--- config.mk ---
export PLATFORM = sky130hd
export DESIGN_NAME = mult_arbiter
export DESIGN_NICKNAME = d
export VERILOG_FILES = /design/src/rtl/mult_arbiter.sv
export SDC_FILE = /design/constraint.sdc
export NUM_CORES = 1
export LEC_CHECK = 0
export BUFFER_PORTS_ARGS = -buffer_cell sky130_fd_sc_hd__buf_2
export CORE_UTILIZATION = 61
export CTS_BUF_LIST = sky130_fd_sc_hd__clkbuf_4
export DETAILED_ROUTE_END_ITERATION = 10
export PLACE_DENSITY = 0.9
export SYNTH_ARGS = -nofsm -noshare
export SYNTH_HDL_FRONTEND = slang
export SYNTH_SLANG_ARGS = --single-unit
export TNS_END_PERCENT = 20
--- constraint.sdc ---
create_clock -name clk -period 8.8 [get_ports clk]
set_clock_uncertainty 0.05 [all_clocks]
set_input_delay 1.76 -clock clk [delete_from_list [all_inputs] [get_ports clk]]
set_output_delay 1.76 -clock clk [all_outputs]
set_load 0.01 [all_outputs]
--- src/rtl/mult_arbiter.sv ---
// Round-robin front end that shares one multiplier among NUM_REQ requesters and
// returns each tagged product on a single backpressured output port.

module mult #(
    parameter int INPUT_WIDTH = 8,
    parameter bit IS_SIGNED   = 1'b0
) (
    input  logic [INPUT_WIDTH-1:0]   a_i,
    input  logic [INPUT_WIDTH-1:0]   b_i,
    output logic [2*INPUT_WIDTH-1:0] p_o
);
    generate
        if (IS_SIGNED) begin : g_signed
            logic signed [2*INPUT_WIDTH-1:0] a_ext_s;
            logic signed [2*INPUT_WIDTH-1:0] b_ext_s;
            assign a_ext_s = {{INPUT_WIDTH{a_i[INPUT_WIDTH-1]}}, a_i};
            assign b_ext_s = {{INPUT_WIDTH{b_i[INPUT_WIDTH-1]}}, b_i};
            assign p_o     = a_ext_s * b_ext_s;
        end else begin : g_unsigned
            logic [2*INPUT_WIDTH-1:0] a_ext_s;
            logic [2*INPUT_WIDTH-1:0] b_ext_s;
            assign a_ext_s = {{INPUT_WIDTH{1'b0}}, a_i};
            assign b_ext_s = {{INPUT_WIDTH{1'b0}}, b_i};
            assign p_o     = a_ext_s * b_ext_s;
        end
    endgenerate
endmodule

module mult_arbiter #(
    parameter int NUM_REQ     = 4,
    parameter int INPUT_WIDTH = 8,
    parameter bit IS_SIGNED   = 1'b0,
    parameter int ID_WIDTH    = $clog2(NUM_REQ)
) (
    input  logic                           clk,
    input  logic                           rst_n,
    input  logic [NUM_REQ-1:0]             req_valid,
    input  logic [NUM_REQ*INPUT_WIDTH-1:0] req_in0,
    input  logic [NUM_REQ*INPUT_WIDTH-1:0] req_in1,
    output logic [NUM_REQ-1:0]             req_ready,
    output logic                           out_valid,
    input  logic                           out_ready,
    output logic [2*INPUT_WIDTH-1:0]       out_product,
    output logic [ID_WIDTH-1:0]            out_id
);
    typedef enum logic [1:0] {
        S_IDLE    = 2'd0,
        S_COMPUTE = 2'd1,
        S_DONE    = 2'd2
    } state_e;

    state_e                    state_q;
    state_e                    state_d;
    logic [ID_WIDTH-1:0]       ptr_q;
    logic [INPUT_WIDTH-1:0]    op0_q;
    logic [INPUT_WIDTH-1:0]    op1_q;
    logic [ID_WIDTH-1:0]       gid_q;
    logic [2*INPUT_WIDTH-1:0]  out_product_q;
    logic [ID_WIDTH-1:0]       out_id_q;
    logic                      grant_found_s;
    logic [ID_WIDTH-1:0]       grant_idx_s;
    logic [2*INPUT_WIDTH-1:0]  product_s;

    function automatic logic [ID_WIDTH-1:0] wrap_idx(input int v);
        return ID_WIDTH'(v % NUM_REQ);
    endfunction

    mult #(
        .INPUT_WIDTH (INPUT_WIDTH),
        .IS_SIGNED   (IS_SIGNED)
    ) u_mult (
        .a_i (op0_q),
        .b_i (op1_q),
        .p_o (product_s)
    );

    // Round-robin search: first valid requester at or above ptr, wrapping to 0.
    always_comb begin
        grant_found_s = 1'b0;
        grant_idx_s   = '0;
        for (int k = 0; k < NUM_REQ; k++) begin
            if (!grant_found_s && req_valid[wrap_idx(int'(ptr_q) + k)]) begin
                grant_found_s = 1'b1;
                grant_idx_s   = wrap_idx(int'(ptr_q) + k);
            end else begin
                grant_found_s = grant_found_s;
            end
        end
    end

    // FSM state register.
    always_ff @(posedge clk or negedge rst_n) begin
        if (!rst_n) begin
            state_q <= S_IDLE;
        end else begin
            state_q <= state_d;
        end
    end

    // FSM next-state logic.
    always_comb begin
        state_d = state_q;
        case (state_q)
            S_IDLE:    state_d = grant_found_s ? S_COMPUTE : S_IDLE;
            S_COMPUTE: state_d = S_DONE;
            S_DONE:    state_d = out_ready ? S_IDLE : S_DONE;
            default:   state_d = S_IDLE;
        endcase
    end

    // FSM outputs; the grant is masked by rst_n so nothing is accepted while held in reset.
    always_comb begin
        req_ready = '0;
        out_valid = 1'b0;
        case (state_q)
            S_IDLE: begin
                if (grant_found_s && rst_n) begin
                    req_ready[grant_idx_s] = 1'b1;
                end else begin
                    req_ready = '0;
                end
            end
            S_DONE:  out_valid = 1'b1;
            default: out_valid = 1'b0;
        endcase
    end

    // Operand capture on accept, result capture after the compute cycle.
    always_ff @(posedge clk or negedge rst_n) begin
        if (!rst_n) begin
            ptr_q         <= '0;
            op0_q         <= '0;
            op1_q         <= '0;
            gid_q         <= '0;
            out_product_q <= '0;
            out_id_q      <= '0;
        end else begin
            if (state_q == S_IDLE && grant_found_s) begin
                op0_q <= req_in0[grant_idx_s*INPUT_WIDTH +: INPUT_WIDTH];
                op1_q <= req_in1[grant_idx_s*INPUT_WIDTH +: INPUT_WIDTH];
                gid_q <= grant_idx_s;
                ptr_q <= wrap_idx(int'(grant_idx_s) + 1);
            end
            if (state_q == S_COMPUTE) begin
                out_product_q <= product_s;
                out_id_q      <= gid_q;
            end
        end
    end

    assign out_product = out_product_q;
    assign out_id      = out_id_q;

endmodule

# ---- Yosys cells after proc, flatten, opt, wreduce, memory -nomap -nowiden
# Index checks and enable logic that the tools add are counted.
dict set report word_totals {
  ramBits 0
  romBits 0
  output_inout_bits 23
  memories 0
  register_bits 40
  latch_bits 0
}
dict set report classes {
  muxes 24
  mul 1
  order_cmp 6
  bitwise 0
  reduce_logical 10
  n_shift 2
  n_eq_ne 2
  n_addsub 4
  n_div 0
}
# op n
set ops {}
lappend ops {{32-bit by 6-bit indexed part select with 8-bit output} 2}
lappend ops {{8-bit by 8-bit multiplier with 16-bit output} 1}
lappend ops {{2-bit by 3-bit less-than comparator with 1-bit output (second input constant)} 5}
lappend ops {{1-bit two-way mux} 11}
lappend ops {{2-bit two-way mux} 5}
lappend ops {{1-bit binary-select mux with 2-bit select} 4}
lappend ops {{4-bit two-way mux} 2}
lappend ops {{1-bit logical AND} 6}
lappend ops {{2-bit one-hot mux with 3 select lines} 1}
lappend ops {{2-bit by 1-bit adder with 2-bit output (second input constant)} 2}
lappend ops {{2-bit adder (second input constant)} 2}
lappend ops {{1-bit zero test} 3}
lappend ops {{1-bit demux with 2-bit select} 1}
lappend ops {{2-bit by 1-bit == test with 1-bit output (second input constant)} 1}
lappend ops {{2-bit == test (second input constant)} 1}
lappend ops {{2-bit by 1-bit >= comparator with 1-bit output (second input constant)} 1}
lappend ops {{2-bit zero test} 1}

# ---- Depth between registers and ports, before layout
dict set report logic_depth {
  depth_word 18
  depth_mapped 15
  ltp_nobuf 15
}

# ---- Hierarchy
# From an unflattened synthesis, not the netlist that was laid out.
dict set report hier_totals {
  cells_unflattened 452
  area_unflattened_um2 4377.9
}
# mod cells_each area_per_inst_um2 instances
set modules_own_cells {}
lappend modules_own_cells {mult_arbiter 209 2272.2 1}
lappend modules_own_cells {mult 243 2105.8 1}

# ---- Least setup slack after synthesis
# OpenSTA, ideal clock, no wires.
dict set report synth_timing {
  kind {input to output}
  from {in req_valid[3]}
  to {out req_ready[0]}
  n_path_buf 3
  t_arrival_ns 3.057
  stages 6
  setup_slack_ns 3.933
  t_required_ns 6.990
  cell_sequence {buf_2 nor4_1 nor3_1 buf_2 buf_2 and3_1}
}
dict set report synth_via {
  elab_chain_len 18
}
# item line
set synth_lines {}
lappend synth_lines {{start, declared} 37} ;# input logic [NUM_REQ-1:0] req_valid,
lappend synth_lines {{1-bit binary-select mux with 2-bit select} 82} ;# if (!grant_found_s && req_valid[wrap_idx(int'(ptr_q) + k)]) begin
lappend synth_lines {{1-bit two-way mux (not written as such)} 82}
lappend synth_lines {{1-bit two-way mux} 82}
lappend synth_lines {{1-bit zero test} 82}
lappend synth_lines {{1-bit logical AND} 82}
lappend synth_lines {{1-bit two-way mux} 82}
lappend synth_lines {{1-bit zero test} 82}
lappend synth_lines {{1-bit logical AND} 82}
lappend synth_lines {{(+2 left out)} --}
lappend synth_lines {{1-bit logical AND} 82}
lappend synth_lines {{2-bit two-way mux} 82}
lappend synth_lines {{2-bit by 3-bit less-than comparator with 1-bit output (not written as such) / 2-bit by 1-bit >= comparator with 1-bit output (equally long branches)} 118} ;# req_ready[grant_idx_s] = 1'b1;
lappend synth_lines {{1-bit logical AND (not written as such)} 118}
lappend synth_lines {{1-bit two-way mux (not written as such)} 118}
lappend synth_lines {{1-bit demux with 2-bit select} 118}
lappend synth_lines {{4-bit two-way mux *} 117} ;# if (grant_found_s && rst_n) begin
lappend synth_lines {{4-bit two-way mux *} 115} ;# case (state_q)
lappend synth_lines {{end, declared} 40} ;# output logic [NUM_REQ-1:0] req_ready,
# Every way passes the cells marked *; elsewhere a longest branch is shown, timed or not. The select of a mux whose other input is x is not followed.

# ---- Final worst setup path
dict set report layout_timing {
  from {in req_valid[1]}
  to {out req_ready[3]}
}
dict set report layout_via {
  elab_chain_len 18
}
# item line
set layout_lines {}
lappend layout_lines {{1-bit binary-select mux with 2-bit select} 82}
lappend layout_lines {{1-bit two-way mux (not written as such)} 82}
lappend layout_lines {{1-bit two-way mux} 82}
lappend layout_lines {{1-bit zero test} 82}
lappend layout_lines {{1-bit logical AND} 82}
lappend layout_lines {{1-bit two-way mux} 82}
lappend layout_lines {{1-bit zero test} 82}
lappend layout_lines {{1-bit logical AND} 82}
lappend layout_lines {{(+3 left out)} --}
lappend layout_lines {{2-bit two-way mux *} 82}
lappend layout_lines {{via grant_idx_s[1]} 61} ;# logic [ID_WIDTH-1:0] grant_idx_s;
lappend layout_lines {{2-bit by 3-bit less-than comparator with 1-bit output (not written as such) / 2-bit by 1-bit >= comparator with 1-bit output (equally long branches)} 118}
lappend layout_lines {{1-bit logical AND (not written as such)} 118}
lappend layout_lines {{1-bit two-way mux (not written as such)} 118}
lappend layout_lines {{1-bit demux with 2-bit select *} 118}
lappend layout_lines {{4-bit two-way mux *} 117}
lappend layout_lines {{4-bit two-way mux *} 115}
# Mark *: on every way through the listed nets, which the timed path passes. The rest lies on a longest branch. The select of a mux whose other input is x is not followed.

==> run summary <==
STA classifies the critical path endpoint as a primary output. In this run the worst path has a maximum fanout of 20. The run finished with clean final reports.

The global-route wire length before repair is approximately 17 mm. The sequential element share of the synthesized area came out at a little under a quarter. The number of H-tree branching levels came out at 2. The share of async-settable or async-resettable flops after synthesis came out at 100.0%.

The clock latency on the worst-skew pair came out at 360 ps. The initialized floorplan defines 30 standard-cell rows. The relative area change from synthesis to final layout came out at 13.32%. The hold violation total from the final report was 0. The number of CTS-inserted buffers is 5. The die area is 0.007595 sq mm. The detailed-route wire length came out at 10.72 mm. In the final routed layout, each cell accounts on average for between 15 and 20 um.

The final critical-path required period came out at between 5000 and 6000 ps. The TritonCTS clock tree is built. The share of the clock period used by the worst path after layout is 60.73%. The fraction of layout cells with a size suffix above 1 is around 22%. The tightest slew margin relative to the limit is 30.89%. The width of the chip came out at approximately 87 um. The buffer depth of the longest clock path is 2. Clock-pin slew was measured on the worst setup and hold paths at ~120 ps. After clock tree synthesis, the repair step resized 0 gates.

The number of clock sinks came out at 40. The cell area after technology mapping is 0.004423 sq mm. The number of global-route vias before repair came out at 3,810. The count of buffers from port buffering came out at 93. The count of unresolved DRC violations after routing is 0. The number of antenna-violating nets in the routed design is 0. The net count of the mapped netlist is about 640. The count of flip-flops with a built-in enable after synthesis came out at 0. The setup TNS after final layout came out at 0 ps. The synthesis warning total came out at 0. The number of antenna violations at the first check in global routing is 0. The number of placed I/O pins is 94. For this design, the CTS-stage hold fixing added 0 buffers.

Setup repair after global routing left no endpoint under its margin. The wire-length estimate of the detail-placed layout is 8.262 mm. From bottom edge to top edge, the die measures between 80 and 90 um. The most used flip-flop cell after synthesis is dfrtp_1. The flip-flop and latch count after synthesis is 40. The worst setup path is launched from a primary input.

The global routing usage summed across all routing layers came out at 29.71%. The total via count after detailed routing came out at 3,865. Based on the critical path, the design can be clocked at up to ~0.19 GHz.

The arrival time of data at the critical path endpoint came out at about 3500 ps. The violation count after the first detailed-route iteration is 202. Setup violations remaining at the end of the flow were counted as 0.

The path class of the tightest hold or removal check is flip-flop to flip-flop. The average size of a mapped cell came out at between 9 and 10 sq um. The setup path with the least slack is of type primary input to primary output.

The number of violations of the max-capacitance limit is 0. At the pin with the least slew margin, the transition time is 1037 ps. The first-pass iteration count of the detailed router came out at 5.

The number of setup buffers added after CTS is 0. The post-synthesis cell type count came out at between 40 and 50. The number of antenna cells inserted is 0.

The final-stage net count is 719. The synthesized instance count came out at 489. The worst path required time is 6990 ps. The effective utilization at floorplan is 64.04%. The routed via count divided by cell count is 5.777. The region available for standard cell placement spans 0.006907 sq mm. The last weighted congestion value of the routability-driven placer is about 0.87. The total global routing overflow came out at 0. The number of pins exceeding their max-slew limit in the final report came out at 0. The tree is rooted in a clkbuf_4. The largest net degree at the start of global routing came out at 45.
area by class of cell:
type	count	area, sq um
clock buffers	6	45.04
clock inverters	2	35.03
fillers	542	1894
inverters	59	224.0
multi-input cells	371	3107
flip-flops and latches	40	1001
well taps	96	120.1
repair buffers	95	480.5
state kept, by name, indices dropped and copies added (netlist names):
name and count:
out_product 16, state_q 2, op1_q 8, op0_q 8
out_id 2, ptr_q 2, gid_q 2
metal layers:
metal	routed length, um	track usage, %
met5	0	0
met2	5620	52.04
met4	240	10.58
met3	586	5.592
met1	4271	36.71
stage by stage:
stage | hold slack, ps | area, sq um | utilization (%) | worst slack [ps] | cells
after floorplan | 384.8 | 4423 | - | 3933 | 489
after global placement | 404.9 | 4932 | 71.41 | 3579 | 661
after detailed placement | 407.7 | 4932 | 71.41 | 3470 | 661
after CTS | 443.9 | 5012 | 72.57 | 3461 | 669
after global routing | 472.3 | 5012 | 72.57 | 3297 | 669
final | 439.3 | 5012 | 72.57 | 3456 | 669
worst max-delay path, cell delays in order:
cell,delay [ps]
buf_2,150
a21oi_1,60
o21a_1,190
o22ai_2,650
inv_1,190
ha_1,240
and3_1,140
buf_2,130
final timing paths:
check                                               to  slack, ps  cells after the start                         from
setup / recovery                          req_ready[3]       3460                      8                 req_valid[1]
hold / removal             out_product[10]$_DFFE_PN0N_        440                      2  out_product[10]$_DFFE_PN0N_
setup reg to reg           out_product[15]$_DFFE_PN0N_       3870                     14         op0_q[0]$_DFFE_PN0P_
hold reg to reg            out_product[10]$_DFFE_PN0N_        440                      2  out_product[10]$_DFFE_PN0N_
max in group asynchronous         op1_q[5]$_DFFE_PN0P_       6900                      2                        rst_n
min in group asynchronous   out_product[4]$_DFFE_PN0N_       1400                      2                        rst_n
Yosys cell counts (3+ instances only):
cell type	count	area share [%]
xor2_1	3	0.59
o21a_1	6	1.0
clkbuf_1	8	0.68
mux2_4	9	3.1
dfrtp_1	40	23
a21o_1	5	0.85
nand2_1	49	4.2
inv_1	58	4.9
a21oi_1	29	3.3
nand2b_1	6	0.85
a211oi_1	3	0.51
mux2_2	10	2.5
and2_1	49	6.9
and3_1	4	0.57
nand3_1	21	2.4
xnor2_1	3	0.59
nor2b_1	18	2.5
nor3_1	3	0.34
buf_2	7	0.79
ha_1	40	11
nor2_1	3	0.25
a221o_1	16	3.6
fa_1	36	16
o21ai_0	33	3.7
layout by cell type, fill, tap and decap left out, drive strengths merged, types with 21 or more instances in the layout:
master,count
dfrtp,40
nand2,50
nand3,21
buf,95
and2,49
a21oi,29
ha,40
fa,36
o21ai,33
inv,59
kinds of logic after synthesis:
family | share of synthesized area (%)
xor+xnor | 1.188
mux | 5.828
fa+ha+maj | 27.61
buf+inv | 7.242
compound gates | 15.50
flops | 22.63
simple gates | 20.00
Power is left out: the tool's default activity adds up to more than one toggle a clock period on the data nets, which glitch-free logic cannot reach.
